==> src/rtl/ddr2_bridge_pkg.sv <==
// Shared types and constants for the line-cache to MIG-7 native interface bridge.
package ddr2_bridge_pkg;

  localparam int unsigned LINE_W = 128;

  localparam logic [2:0] APP_CMD_WR = 3'b000;
  localparam logic [2:0] APP_CMD_RD = 3'b001;

  typedef struct packed {
    logic              rd;
    logic [22:0]       line;
    logic [LINE_W-1:0] data;
  } req_t;

  typedef enum logic {
    ST_IDLE,
    ST_ISSUE
  } state_t;

endpackage

==> src/rtl/ddr2_mig_bridge_fifo.sv <==
// Synchronous single-clock FIFO; a push into a full FIFO is dropped even if a pop happens the same cycle.
module sync_fifo
  import ddr2_bridge_pkg::*;
#(
  parameter int unsigned WIDTH = 8,
  parameter int unsigned DEPTH = 4
) (
  input  logic                     clk,
  input  logic                     rst,
  input  logic                     push,
  input  logic                     pop,
  input  logic [WIDTH-1:0]         din,
  output logic [WIDTH-1:0]         dout,
  output logic                     full,
  output logic                     empty,
  output logic [$clog2(DEPTH):0]   count
);

  localparam int unsigned AW = $clog2(DEPTH);
  localparam int unsigned CW = AW + 1;

  logic [WIDTH-1:0] mem [DEPTH];
  logic [AW-1:0]    wr_ptr;
  logic [AW-1:0]    rd_ptr;
  logic             do_push;
  logic             do_pop;

  assign full    = (count == CW'(DEPTH));
  assign empty   = (count == '0);
  assign do_push = push && !full;
  assign do_pop  = pop && !empty;
  assign dout    = mem[rd_ptr];

  always_ff @(posedge clk) begin
    if (do_push) mem[wr_ptr] <= din;
  end

  always_ff @(posedge clk) begin
    if (rst) begin
      wr_ptr <= '0;
      rd_ptr <= '0;
      count  <= '0;
    end else begin
      if (do_push) wr_ptr <= wr_ptr + AW'(1);
      if (do_pop)  rd_ptr <= rd_ptr + AW'(1);
      if (do_push && !do_pop)      count <= count + CW'(1);
      else if (do_pop && !do_push) count <= count - CW'(1);
    end
  end

endmodule

==> src/rtl/ddr2_mig_bridge.sv <==
// Bridges single-cycle cache line requests onto the MIG-7 native app_* interface, in order.
module ddr2_mig_bridge
  import ddr2_bridge_pkg::*;
#(
  parameter int unsigned REQ_DEPTH  = 4,
  parameter int unsigned MAX_RD_OUT = 4
) (
  input  logic                clk,
  input  logic                rst,
  input  logic                ddr2_enable,
  input  logic                ddr2_read,
  input  logic [26:0]         ddr2_addr,
  input  logic [LINE_W-1:0]   to_ddr2_data,
  output logic [LINE_W-1:0]   ddr2_data,
  output logic                ddr2_available,
  input  logic                init_calib_complete,
  output logic [26:0]         app_addr,
  output logic [2:0]          app_cmd,
  output logic                app_en,
  input  logic                app_rdy,
  output logic [LINE_W-1:0]   app_wdf_data,
  output logic                app_wdf_wren,
  output logic                app_wdf_end,
  output logic [15:0]         app_wdf_mask,
  input  logic                app_wdf_rdy,
  input  logic [LINE_W-1:0]   app_rd_data,
  input  logic                app_rd_data_valid,
  input  logic                app_rd_data_end,
  output logic                req_overflow,
  output logic                rsp_error,
  output logic                busy
);

  localparam int unsigned RD_W = $clog2(MAX_RD_OUT + 1);

  req_t                    push_req;
  req_t                    head;
  logic                    fifo_full;
  logic                    fifo_empty;
  logic [$clog2(REQ_DEPTH):0] fifo_count;
  logic                    pop;
  logic                    rd_inc;
  logic                    rd_dec;
  logic [RD_W-1:0]         rd_out;

  state_t state, state_n;
  logic   cmd_done, cmd_done_n;
  logic   wdf_done, wdf_done_n;

  logic unused_inputs;
  assign unused_inputs = &{1'b0, app_rd_data_end, ddr2_addr[3:0], fifo_count};

  assign push_req.rd   = ddr2_read;
  assign push_req.line = ddr2_addr[26:4];
  assign push_req.data = to_ddr2_data;

  sync_fifo #(
    .WIDTH ($bits(req_t)),
    .DEPTH (REQ_DEPTH)
  ) u_req_fifo (
    .clk   (clk),
    .rst   (rst),
    .push  (ddr2_enable),
    .pop   (pop),
    .din   (push_req),
    .dout  (head),
    .full  (fifo_full),
    .empty (fifo_empty),
    .count (fifo_count)
  );

  always_ff @(posedge clk) begin
    if (rst) begin
      state    <= ST_IDLE;
      cmd_done <= 1'b0;
      wdf_done <= 1'b0;
    end else begin
      state    <= state_n;
      cmd_done <= cmd_done_n;
      wdf_done <= wdf_done_n;
    end
  end

  // Write command and data beat are accepted independently; the entry retires once both have gone.
  always_comb begin
    state_n    = state;
    cmd_done_n = cmd_done;
    wdf_done_n = wdf_done;
    pop        = 1'b0;
    rd_inc     = 1'b0;
    unique case (state)
      ST_IDLE: begin
        if (!fifo_empty && init_calib_complete &&
            (!head.rd || (rd_out < RD_W'(MAX_RD_OUT))))
          state_n = ST_ISSUE;
      end
      ST_ISSUE: begin
        if (head.rd) begin
          if (app_rdy) begin
            pop     = 1'b1;
            rd_inc  = 1'b1;
            state_n = ST_IDLE;
          end
        end else if ((cmd_done || app_rdy) && (wdf_done || app_wdf_rdy)) begin
          pop        = 1'b1;
          cmd_done_n = 1'b0;
          wdf_done_n = 1'b0;
          state_n    = ST_IDLE;
        end else begin
          cmd_done_n = cmd_done || app_rdy;
          wdf_done_n = wdf_done || app_wdf_rdy;
        end
      end
      default: state_n = ST_IDLE;
    endcase
  end

  always_comb begin
    app_en       = 1'b0;
    app_wdf_wren = 1'b0;
    app_cmd      = APP_CMD_WR;
    app_addr     = '0;
    app_wdf_data = '0;
    if (state == ST_ISSUE) begin
      app_addr = {1'b0, head.line, 3'b000};
      if (head.rd) begin
        app_cmd = APP_CMD_RD;
        app_en  = 1'b1;
      end else begin
        app_en       = !cmd_done;
        app_wdf_wren = !wdf_done;
        app_wdf_data = head.data;
      end
    end
  end

  assign app_wdf_end  = app_wdf_wren;
  assign app_wdf_mask = '0;

  assign rd_dec = app_rd_data_valid && (rd_out != '0);

  always_ff @(posedge clk) begin
    if (rst) begin
      rd_out         <= '0;
      ddr2_data      <= '0;
      ddr2_available <= 1'b0;
      req_overflow   <= 1'b0;
      rsp_error      <= 1'b0;
    end else begin
      if (rd_inc && !rd_dec)      rd_out <= rd_out + RD_W'(1);
      else if (rd_dec && !rd_inc) rd_out <= rd_out - RD_W'(1);
      ddr2_available <= rd_dec;
      if (rd_dec) ddr2_data <= app_rd_data;
      if (ddr2_enable && fifo_full) req_overflow <= 1'b1;
      if (app_rd_data_valid && (rd_out == '0)) rsp_error <= 1'b1;
    end
  end

  assign busy = !fifo_empty || (rd_out != '0);

endmodule

==> config.mk <==
export PLATFORM = sky130hd
export DESIGN_NAME = ddr2_mig_bridge
export DESIGN_NICKNAME = d
export VERILOG_FILES = /design/src/rtl/ddr2_bridge_pkg.sv /design/src/rtl/ddr2_mig_bridge_fifo.sv /design/src/rtl/ddr2_mig_bridge.sv
export SDC_FILE = /design/constraint.sdc
export NUM_CORES = 1
export LEC_CHECK = 0
export ABC_AREA = 1
export BUFFER_PORTS_ARGS = -buffer_cell sky130_fd_sc_hd__buf_2
export CAP_MARGIN = 5
export CELL_PAD_IN_SITES_DETAIL_PLACEMENT = 0
export CELL_PAD_IN_SITES_GLOBAL_PLACEMENT = 1
export CORE_MARGIN = 5
export CORE_UTILIZATION = 43
export CTS_CLUSTER_SIZE = 28
export DETAILED_ROUTE_END_ITERATION = 10
export PLACE_DENSITY = 0.87
export SYNTH_ARGS = -nofsm -noshare
export SYNTH_HDL_FRONTEND = slang
export SYNTH_SLANG_ARGS = --single-unit
==> constraint.sdc <==
create_clock -name clk -period 10.1 [get_ports clk]
set_input_delay 1.515 -clock clk [delete_from_list [all_inputs] [get_ports clk]]
set_output_delay 1.515 -clock clk [all_outputs]
set_load 0.05 [all_outputs]
==> metrics.md, run 1 <==
| Metric | Value |
|---|---|
| Root Driver | clkbuf_16 |
| Inserted Clock Buffers | 78 |
| Layout net count | 3,304 |
| Clk pwr share | 31.1% |
| Final critical-path required period | 5.824 ns |
| CTS tree | done |
| Rows | 95 |
| Worst vdd ir | 246.4 µV |
| GPL Wtd Cong | 0.8189 |
| TNS Setup | 0 ns |
| Initial antenna violation count | 19 |
| F_max | 171.7 MHz |
| Max Transition Viols Final | 0 |
| GRT Overall Usage | 19.53% |
| Ys async rst share | 0% |
| Register clock-pin slew on the reported worst setup and hold paths | 0.06 ns |
| Primary FF master, synth | edfxtp_1 |
| First-pass GRT wire length | 112.4 mm |
| Initial drt markers | 1,291 |
| Largest net degree at the start of global routing | 122 |
| Die Area | 0.07327 mm² |
| Worst hold path endpoint | rsp_error$_SDFFE_PP0P_ |
| Post-synth EDFFs | 608 |
| Yosys warning count | 0 |
| Clock Path Buffers | 3 |
| CTS H-tree depth | 3 |
| Worst-Margin Slew | 1.076 ns |
| Synthesized instance count | 2,488 |
| Leakage | 0.01378 µW |
| CP Class | register to output port |
| Hold path depth | 2 |
| Fill count | 5,762 |
| Post-synth top area share | 62.48% |
| Via-per-instance ratio | 5.003 |
| CP Launch Type | register |
| Synth Register Bits | 754 |
| CP max stage cell | buf_4 |
| Comb pwr share | 27.0% |
| Total power | 9558 µW |
| Critical Path RT | 8.59 ns |
| Synth top cells by count | 881 x nor2_1, 608 x edfxtp_1, 398 x o21ai_0 |
| Final Hold Fails | 0 |
| Core Util, Final | 52.48% |
| Most used cell, CP | buf_4 |
| Initial core utilization | 43.44% |
| RSZ-0062 raised after global routing | no |
| Area leader, netlist | edfxtp_1 |
| Sw power | 3417 µW |
| Multi-input logic area | 0.007124 mm² |
| Placeable Area | 0.06728 mm² |
| Reg2reg setup slack | 6.62 ns |
| Nature of the critical path endpoint | output port |
| Hold_buf cts | 0 |
| Max cap viols | 0 |
| Global route overflow | 0 |
| Drt total wl | 74.98 mm |
| CP Max Fanout | 96 |
| Slew HR | 28.25% |
| Min-delay src | rsp_error$_SDFFE_PP0P_ |
| CP Cell Sequence | buf_4, nand2_1, nand3_2, nand2_2, nand2_8, buf_4, a21oi_1, buf_2 |
| Power Internal | 6140 µW |
| Number of setup buffers added after CTS | 0 |
| Synthesized cell area | 0.02922 mm² |
| Post-route ant nets | 0 |
| CP peak stage delay | 0.84 ns |
| Width of the chip | 270.7 µm |
| Status | complete, no violations |
| PortBufs | 573 |
| Clock sink total | 754 |
| RR Endpoint | u_req_fifo.count[2]$_SDFFE_PP0P_ |
| Reg area | 0.02119 mm² |
| Vias in the first global route | 18,909 |
| Crit path DAT | 4.31 ns |
| Drt pass-1 iters | 5 |
| Clock Skews | 0.01812 ns |
| I/O pins | 601 |
| Share of cells above drive strength 1 | 27.23% |
| Remaining DRCs | 0 |
| R2r worst-path depth | 14 |
| Synth area leaders | edfxtp_1 62%, nor2_1 11%, dfxtp_1 10%, o21ai_0 6.8%, a21oi_2 3.0% |
| Post-Syn Area per Cell | 11.75 µm² |
| Routed len/inst | 18.95 µm |
| Sequential area share after synthesis | 72.48% |
| Via count | 19,797 |
| Fin crit share | 57.66% |
| Power per cell area | 270.7 mW/mm² |
| Post-cts sizing count | 0 |
| Net Sw Frac | 35.75% |
| Most common cell in the synthesized netlist | nor2_1 |
| Clock Latency Late Sink | 0.61 ns |
| Yosys cell types | 28 |
| # setup viols final | 0 |
| Synthesis-to-finish area growth | 20.82% |
| Hpwl dp | 45.96 mm |
| Sequential power share | 41.9% |
| Die height | 270.7 µm |
| Worst hold path class | register to register |
[logic make-up (layout without fill, tap and decap cells)]
logic type      count (synthesis)  in the layout  synth area share [%]
simple gates                  910            910                 11.81
flops                         754            754                 72.48
compound gates                604            604                 11.65
buf+inv                       209            767                 3.584
fa+ha+maj                       8              8                0.3939
xor+xnor                        2              2               0.05996
other cells                     1             39               0.01283
[placed cells by master, fill, tap and decap left out, types with 2 or more instances in the layout]
cell | synthesis | layout
clkinv_2 | 0 | 9
xor2_1 | 2 | 2
edfxtp_1 | 608 | 608
clkbuf_1 | 80 | 11
clkinvlp_2 | 0 | 2
diode_2 | 0 | 17
dfxtp_1 | 146 | 144
nand2_1 | 16 | 16
bufinv_16 | 0 | 12
clkinv_1 | 1 | 13
clkinv_4 | 0 | 2
nor2_1 | 881 | 876
fa_1 | 2 | 2
clkinv_8 | 0 | 2
clkinvlp_4 | 0 | 4
nand2_2 | 3 | 2
inv_1 | 23 | 21
nand3_2 | 2 | 2
nor3_1 | 2 | 2
o21ai_1 | 40 | 40
conb_1 | 1 | 22
inv_6 | 0 | 5
nand3_1 | 4 | 4
o21ai_0 | 398 | 398
a21oi_1 | 64 | 64
ha_1 | 6 | 6
clkbuf_8 | 0 | 5
nor2_4 | 0 | 5
buf_2 | 57 | 573
a21oi_2 | 100 | 100
clkbuf_16 | 0 | 79
inv_16 | 0 | 2
buf_4 | 25 | 25
dfxtp_4 | 0 | 2
[power by group through the flow]
stage,Clock [µW],Combinational [µW],Sequential (µW)
finish,2970,2580,4010
global placement,0,2590,4050
global route,3190,2760,4050
floorplan,0,1180,4840
CTS,3030,2610,4010
detailed placement,0,2600,4060
[per-layer routing]
metal	global-route usage, %	routed length (µm)
met1	24.54	30240
met2	32.86	37080
met3	5.777	5749
met4	6.079	1841
met5	0	77
[area by class of cell]
| class | instances | share of cell area [%] |
|---|---|---|
| antenna | 17 | 0.1205 |
| clock buffer | 95 | 5.911 |
| clock inverter | 48 | 1.719 |
| inverter | 26 | 0.3119 |
| multi-input combinational | 1546 | 20.18 |
| sequential | 754 | 60.01 |
| tap | 873 | 3.094 |
| timing repair buffer | 598 | 8.654 |
[worst max path at each step]
stage                      from                              to  slack [ns]
floorplan           ddr2_enable  u_req_fifo.mem[0][0]$_DFFE_PP_        1.44
global placement       register               app_wdf_data[124]        4.87
detailed placement     register               app_wdf_data[124]        4.82
CTS                    register               app_wdf_data[124]        4.15
global route           register               app_wdf_data[124]        3.96
finish                 register               app_wdf_data[124]        4.28
[worst max-delay path: cells and delay by family (launching register included)]
family	cells	cell delay, ns
buf+inv	3	1.89
simple gates	4	0.84
flops	1	0.68
compound gates	1	0.14
[sequential cells by signal (all words and copies together) (netlist names), named ones only]
register,cells
ddr2_data,128
rsp_error,1
state,1
u_req_fifo.count,3
ddr2_available,1
req_overflow,1
cmd_done,1
wdf_done,1
u_req_fifo.wr_ptr,2
u_req_fifo.mem,608
u_req_fifo.rd_ptr,2
rd_out,3
[per-stage QoR]
stage / hold WS, ns / instances / instance area (µm²) / worst slack [ns]
6_report: 0.4488 / 3957 / 35310 / 4.276
5_1_grt: 0.4676 / 3950 / 35290 / 3.961
2_1_floorplan: 0.4483 / 2509 / 29300 / 1.442
4_1_cts: 0.4496 / 3940 / 35260 / 4.155
3_3_place_gp: 0.4355 / 3797 / 32570 / 4.867
3_5_place_dp: 0.4408 / 3797 / 32570 / 4.821
Note: power is estimated with default switching activity, not from simulation.
==> inputs of run 2 (changes only) <==
--- a/config.mk
+++ b/config.mk
@@ -5,16 +5,16 @@
 export SDC_FILE = /design/constraint.sdc
 export NUM_CORES = 1
 export LEC_CHECK = 0
-export ABC_AREA = 1
+export ABC_AREA = 0
 export BUFFER_PORTS_ARGS = -buffer_cell sky130_fd_sc_hd__buf_2
 export CAP_MARGIN = 5
 export CELL_PAD_IN_SITES_DETAIL_PLACEMENT = 0
 export CELL_PAD_IN_SITES_GLOBAL_PLACEMENT = 1
 export CORE_MARGIN = 5
-export CORE_UTILIZATION = 43
+export CORE_UTILIZATION = 41
 export CTS_CLUSTER_SIZE = 28
 export DETAILED_ROUTE_END_ITERATION = 10
-export PLACE_DENSITY = 0.87
+export PLACE_DENSITY = 0.84
 export SYNTH_ARGS = -nofsm -noshare
 export SYNTH_HDL_FRONTEND = slang
 export SYNTH_SLANG_ARGS = --single-unit
==> constraint.sdc (replaced) <==
create_clock -name clk -period 5.05 [get_ports clk]
set_input_delay 0.7575 -clock clk [delete_from_list [all_inputs] [get_ports clk]]
set_output_delay 0.7575 -clock clk [all_outputs]
set_load 0.05 [all_outputs]
==> metrics.md, run 2 <==
| Metric | Value |
|---|---|
| Slew HR | 9.886% |
| Rows | 96 |
| Reg2reg setup slack | 2.14 ns |
| Leakage | 0.01272 µW |
| Clock Path Buffers | 3 |
| Critical Path RT | 4.29 ns |
| Worst hold path endpoint | u_req_fifo.mem[1][139]$_DFFE_PP_ |
| Area leader, netlist | edfxtp_1 |
| Buf+Inv Stages, Crit Path | 3 |
| CP max stage cell | mux4_2 |
| Initial antenna violation count | 26 |
| Initial core utilization | 41.24% |
| Via count | 16,126 |
| GPL Wtd Cong | 0.8277 |
| Number of setup buffers added after CTS | 0 |
| Inserted Clock Buffers | 79 |
| Most common cell in the synthesized netlist | edfxtp_1 |
| Ys async rst share | 0% |
| Synthesized cell area | 0.02824 mm² |
| Post-synth EDFFs | 608 |
| R2r worst-path depth | 9 |
| Fin crit share | 77.20% |
| Most frequent cells in the layout | 608 x edfxtp_1, 572 x buf_2, 258 x nand2_1 |
| Clock Skews | 0.03235 ns |
| Final critical-path required period | 3.898 ns |
| Synthesized instance count | 1,643 |
| CTS tree | done |
| Number of flip-flops in the largest register | 608 |
| Synthesis-to-finish area growth | 22.69% |
| Sequential area share after synthesis | 75.01% |
| Yosys cell types | 35 |
| Nature of the critical path endpoint | output port |
| # setup viols final | 0 |
| I/O pins | 601 |
| Clock sink total | 754 |
| CP peak stage delay | 0.59 ns |
| GRT Overall Usage | 18.05% |
| Most used cell, CP | buf_12 |
| Routed len/inst | 21.65 µm |
| Met1 usage | 21.77% |
| Primary FF master, synth | edfxtp_1 |
| Hpwl dp | 44.42 mm |
| Die Area | 0.07422 mm² |
| Met3 Track Usage GR | 5.911% |
| Critical path depth | 5 |
| CTS H-tree depth | 3 |
| Status | complete, no violations |
| Via-per-instance ratio | 5.068 |
| Share of cells above drive strength 1 | 37.94% |
| Met2 Use GR | 30.58% |
| Worst hold path class | input port to register |
| Vias in the first global route | 16,620 |
| Post-cts sizing count | 0 |
| Synth Register Bits | 754 |
| Crit path DAT | 3.14 ns |
| Hold path depth | 1 |
| Hold_buf cts | 0 |
| Width of the chip | 272.4 µm |
| R2r startpoint | rd_out[0]$_SDFFE_PP0P_ |
| Post-synth top area share | 64.66% |
| Synth area leaders | edfxtp_1 65%, mux4_2 12%, dfxtp_1 10%, and2_1 3.5%, nand2_1 3.4% |
| Drt total wl | 68.88 mm |
| Drt pass-1 iters | 5 |
| CP Class | register to output port |
| Synth top cells by count | 608 x edfxtp_1, 258 x nand2_1, 156 x and2_1 |
| Dpl cell area | 0.03207 mm² |
| Post-Syn Area per Cell | 17.19 µm² |
| F_max | 256.5 MHz |
| Busiest grt layer | met2 |
| Max Transition Viols Final | 0 |
| Largest net degree at the start of global routing | 152 |
| Remaining DRCs | 0 |
| Most common cell after layout, fill and taps aside | edfxtp_1 |
| Biggest register | u_req_fifo.mem |
| CP Max Fanout | 79 |
| Global route overflow | 0 |
| Die height | 272.4 µm |
| Min-delay src | ddr2_addr[15] |
| CP top delay family | buffers and inverters |
| CP Cell Sequence | buf_12, buf_12, mux4_2, and2_1, buf_2 |
| Clock Latency Late Sink | 0.64 ns |
| Power per cell area | 534.4 mW/mm² |
| Initial drt markers | 986 |
| Max cap viols | 0 |
| Layout net count | 2,522 |
| First-pass GRT wire length | 102.4 mm |
| Finished Cell Area | 0.03464 mm² |
| Worst vdd ir | 410.6 µV |
| Yosys warning count | 0 |
| Top Registers | u_req_fifo.mem (608), ddr2_data (128) |
| Worst-Margin Slew | 1.352 ns |
| Fill count | 5,643 |
| Post-route ant nets | 0 |
| RR Endpoint | rd_out[2]$_SDFFE_PP0P_ |
| Register clock-pin slew on the reported worst setup and hold paths | 0.06 ns |
| CP Launch Type | register |
| RSZ-0062 raised after global routing | no |
| TNS Setup | 0 ns |
| Root Driver | clkbuf_16 |
| Final Hold Fails | 0 |
| PortBufs | 573 |
| Placeable Area | 0.06847 mm² |
==> run 2: final cells by class <==
cell class | instances | area (µm²) | area share (%)
flip-flops and latches | 754 | 21190 | 61.16
multi-input cells | 785 | 6591 | 19.03
repair buffers | 595 | 3161 | 9.123
diodes | 15 | 37.54 | 0.1083
clock inverters | 51 | 495.5 | 1.430
inverters | 7 | 28.78 | 0.08307
well taps | 882 | 1104 | 3.185
clock buffers | 93 | 2039 | 5.887
==> run 2: worst max path at each step <==
stage / from / endpoint / slack, ns
global placement: register / app_addr[18] / 1.65
global route: register / app_wdf_data[27] / 0.86
detailed placement: register / app_addr[23] / 1.63
floorplan: ddr2_enable / u_req_fifo.mem[0][0]$_DFFE_PP_ / 1.52
finish: register / app_wdf_data[27] / 1.15
CTS: register / app_addr[23] / 0.95
==> run 2: logic make-up after synthesis <==
kind of cell    count (synthesis)  share of synthesized area [%]
compound gates                148                          2.699
xor+xnor                        5                         0.1551
fa+ha+maj                       8                         0.4077
buf+inv                       125                          2.016
flops                         754                          75.01
mux                           155                          12.23
other cells                     1                        0.01328
simple gates                  447                          7.471
==> run 2: metrics by stage <==
step | cells | total power (µW) | setup slack [ns] | hold slack, ns | util, %
after CTS | 3167 | 18790 | 0.9537 | 0.2780 | 50.55
final | 3182 | 18510 | 1.152 | 0.3316 | 50.60
after detailed placement | 3023 | 13160 | 1.634 | 0.4432 | 46.84
after global placement | 3023 | 13030 | 1.654 | 0.4387 | 46.84
after floorplan | 1664 | 11690 | 1.522 | 0.4529 | -
after global routing | 3174 | 19380 | 0.8594 | 0.2944 | 50.57
==> run 2: metal layers <==
metal  wire, µm  part of all wire [%]  vias to the layer above
li1           -                     -                     7333
met1      25800                    37                     8060
met2      34740                    50                      576
met3       5868                   8.5                      143
met4       2361                   3.4                       14
met5        103                  0.15                        -
==> run 2: report_power, final <==
group | leakage (µW) | total (µW) | switching [µW] | internal [µW]
sequential | 0.00676 | 7950 | 275 | 7680
combinational | 0.00472 | 4990 | 3670 | 1320
clock | 0.00123 | 5570 | 2420 | 3140
total | 0.0127 | 18500 | 6370 | 12100
==> inputs of run 3 (changes only) <==
--- a/config.mk
+++ b/config.mk
@@ -11,10 +11,10 @@
 export CELL_PAD_IN_SITES_DETAIL_PLACEMENT = 0
 export CELL_PAD_IN_SITES_GLOBAL_PLACEMENT = 1
 export CORE_MARGIN = 5
-export CORE_UTILIZATION = 41
+export CORE_UTILIZATION = 45
 export CTS_CLUSTER_SIZE = 28
 export DETAILED_ROUTE_END_ITERATION = 10
-export PLACE_DENSITY = 0.84
+export PLACE_DENSITY = 0.87
 export SYNTH_ARGS = -nofsm -noshare
 export SYNTH_HDL_FRONTEND = slang
 export SYNTH_SLANG_ARGS = --single-unit
==> constraint.sdc (replaced) <==
create_clock -name clk -period 3.9 [get_ports clk]
set_input_delay 0.585 -clock clk [delete_from_list [all_inputs] [get_ports clk]]
set_output_delay 0.585 -clock clk [all_outputs]
set_load 0.05 [all_outputs]
==> metrics.md, run 3 (same netlist as run 2, synthesis figures left out) <==
| Metric | Value |
|---|---|
| Drt pass-1 iters | 6 |
| Number of flip-flops in the largest register | 608 |
| Worst hold path endpoint | u_req_fifo.mem[3][62]$_DFFE_PP_ |
| CP Max Fanout | 94 |
| CTS tree | done |
| Initial core utilization | 45.59% |
| Core Util, Final | 56.35% |
| Number of setup buffers added after CTS | 0 |
| Reg2reg setup slack | 1.05 ns |
| CP Class | register to output port |
| Finished Cell Area | 0.03490 mm² |
| Inserted Clock Buffers | 78 |
| Most common cell after layout, fill and taps aside | edfxtp_1 |
| Post-cts sizing count | 0 |
| Die height | 260.5 µm |
| Via count | 16,389 |
| RR Endpoint | u_req_fifo.count[2]$_SDFFE_PP0P_ |
| Layout net count | 2,534 |
| Slew HR | 25.28% |
| Post-route ant nets | 0 |
| Worst-Margin Slew | 1.121 ns |
| GPL Wtd Cong | 0.8328 |
| Remaining DRCs | 0 |
| Dpl cell area | 0.03227 mm² |
| Top Registers | u_req_fifo.mem (608), ddr2_data (128) |
| # setup viols final | 0 |
| Most frequent cells in the layout | 608 x edfxtp_1, 568 x buf_2, 258 x nand2_1 |
| Clock Latency Late Sink | 0.60 ns |
| Share of cells above drive strength 1 | 38.59% |
| F_max | 301.1 MHz |
| Die Area | 0.06786 mm² |
| Critical Path RT | 3.31 ns |
| Hold path depth | 1 |
| Min-delay src | to_ddr2_data[62] |
| Final Hold Fails | 0 |
| Final critical-path required period | 3.322 ns |
| CTS H-tree depth | 3 |
| Global route overflow | 0 |
| Largest net degree at the start of global routing | 152 |
| Initial drt markers | 1,153 |
| Biggest register | u_req_fifo.mem |
| First-pass GRT wire length | 104.8 mm |
| Nature of the critical path endpoint | output port |
| Worst hold path class | input port to register |
| Clock sink total | 754 |
| Leakage | 0.01286 µW |
| Max cap viols | 0 |
| I/O pins | 601 |
| Worst vdd ir | 527.1 µV |
| CP Launch Type | register |
| RSZ-0062 raised after global routing | no |
| GRT Overall Usage | 20.53% |
| Crit path DAT | 2.74 ns |
| PortBufs | 573 |
| Via-per-instance ratio | 5.205 |
| Fin crit share | 85.17% |
| Synthesis-to-finish area growth | 23.61% |
| Root Driver | clkbuf_16 |
| TNS Setup | 0 ns |
| Rows | 91 |
| Initial antenna violation count | 32 |
| Drt total wl | 71.84 mm |
| Vias in the first global route | 16,888 |
| Power per cell area | 699.5 mW/mm² |
| Clock Skews | 0.02415 ns |
| Fill count | 4,791 |
| Placeable Area | 0.06194 mm² |
| Hpwl dp | 47.22 mm |
| Max Transition Viols Final | 0 |
| Status | complete, no violations |
| R2r worst-path depth | 9 |
| Hold_buf cts | 0 |
| Register clock-pin slew on the reported worst setup and hold paths | 0.07 ns |
| Width of the chip | 260.5 µm |
| Routed len/inst | 22.81 µm |
| Clock Path Buffers | 3 |
[run 3: cell types whose count changed in the layout (fill, tap and decap cells not counted), moves of 4 or more]
cell       change
buf_12        +12
buf_2          -4
buf_4          +5
bufinv_16      +4
clkbuf_2       +4
clkinv_1       -9
clkinv_16      -4
clkinv_2       -5
[run 3: routing by layer]
layer  routed length, µm  track usage, %  up-vias
met5                 184               0        -
met4                2573           8.218       26
met3                7184           7.856      148
met2               36940           35.68      669
met1               24960           22.84     8195
li1                    -               -     7351
[run 3: power by group]
part	total, µW	switching, µW	leakage (µW)	internal, µW
Sequential	10300	371	0.00676	9940
Combinational	6690	4860	0.00483	1830
Clock	7420	3030	0.00127	4400
[run 3: critical path, cell delays in order (launching register included)]
cell     delay (ns)
dfxtp_4        0.39
mux4_2         0.61
nor2b_4        0.18
buf_12         0.35
and2_1         0.24
buf_2          0.29
[run 3: layout make-up]
cell class,instances,area (µm²),area share (%)
multi-input combinational,785,6591,18.88
clock inverter,42,478.0,1.369
clock buffer,100,2113,6.054
sequential,754,21190,60.70
timing repair buffer,608,3418,9.793
inverter,7,28.78,0.08245
antenna,16,40.04,0.1147
tap,837,1047,3.000
[run 3: worst max path at each step]
stage / from / endpoint / depth (start not counted)
final: register / app_wdf_data[43] / 5
after detailed placement: register / u_req_fifo.count[2]$_SDFFE_PP0P_ / 9
after global routing: register / app_wdf_data[41] / 4
after CTS: register / app_wdf_data[43] / 5
after floorplan: ddr2_enable / u_req_fifo.mem[0][0]$_DFFE_PP_ / 2
after global placement: register / u_req_fifo.count[2]$_SDFFE_PP0P_ / 9
[run 3: metrics by stage]
| step | setup slack, ns | hold WS [ns] | total power [µW] | std cells |
|---|---|---|---|---|
| global placement | 1.101 | 0.4394 | 17080 | 2991 |
| finish | 0.5785 | 0.1726 | 24420 | 3149 |
| detailed placement | 1.074 | 0.4440 | 17230 | 2991 |
| CTS | 0.5124 | 0.1265 | 24720 | 3133 |
| global route | 0.4198 | 0.1498 | 25500 | 3142 |
| floorplan | 0.5449 | 0.4529 | 15140 | 1664 |
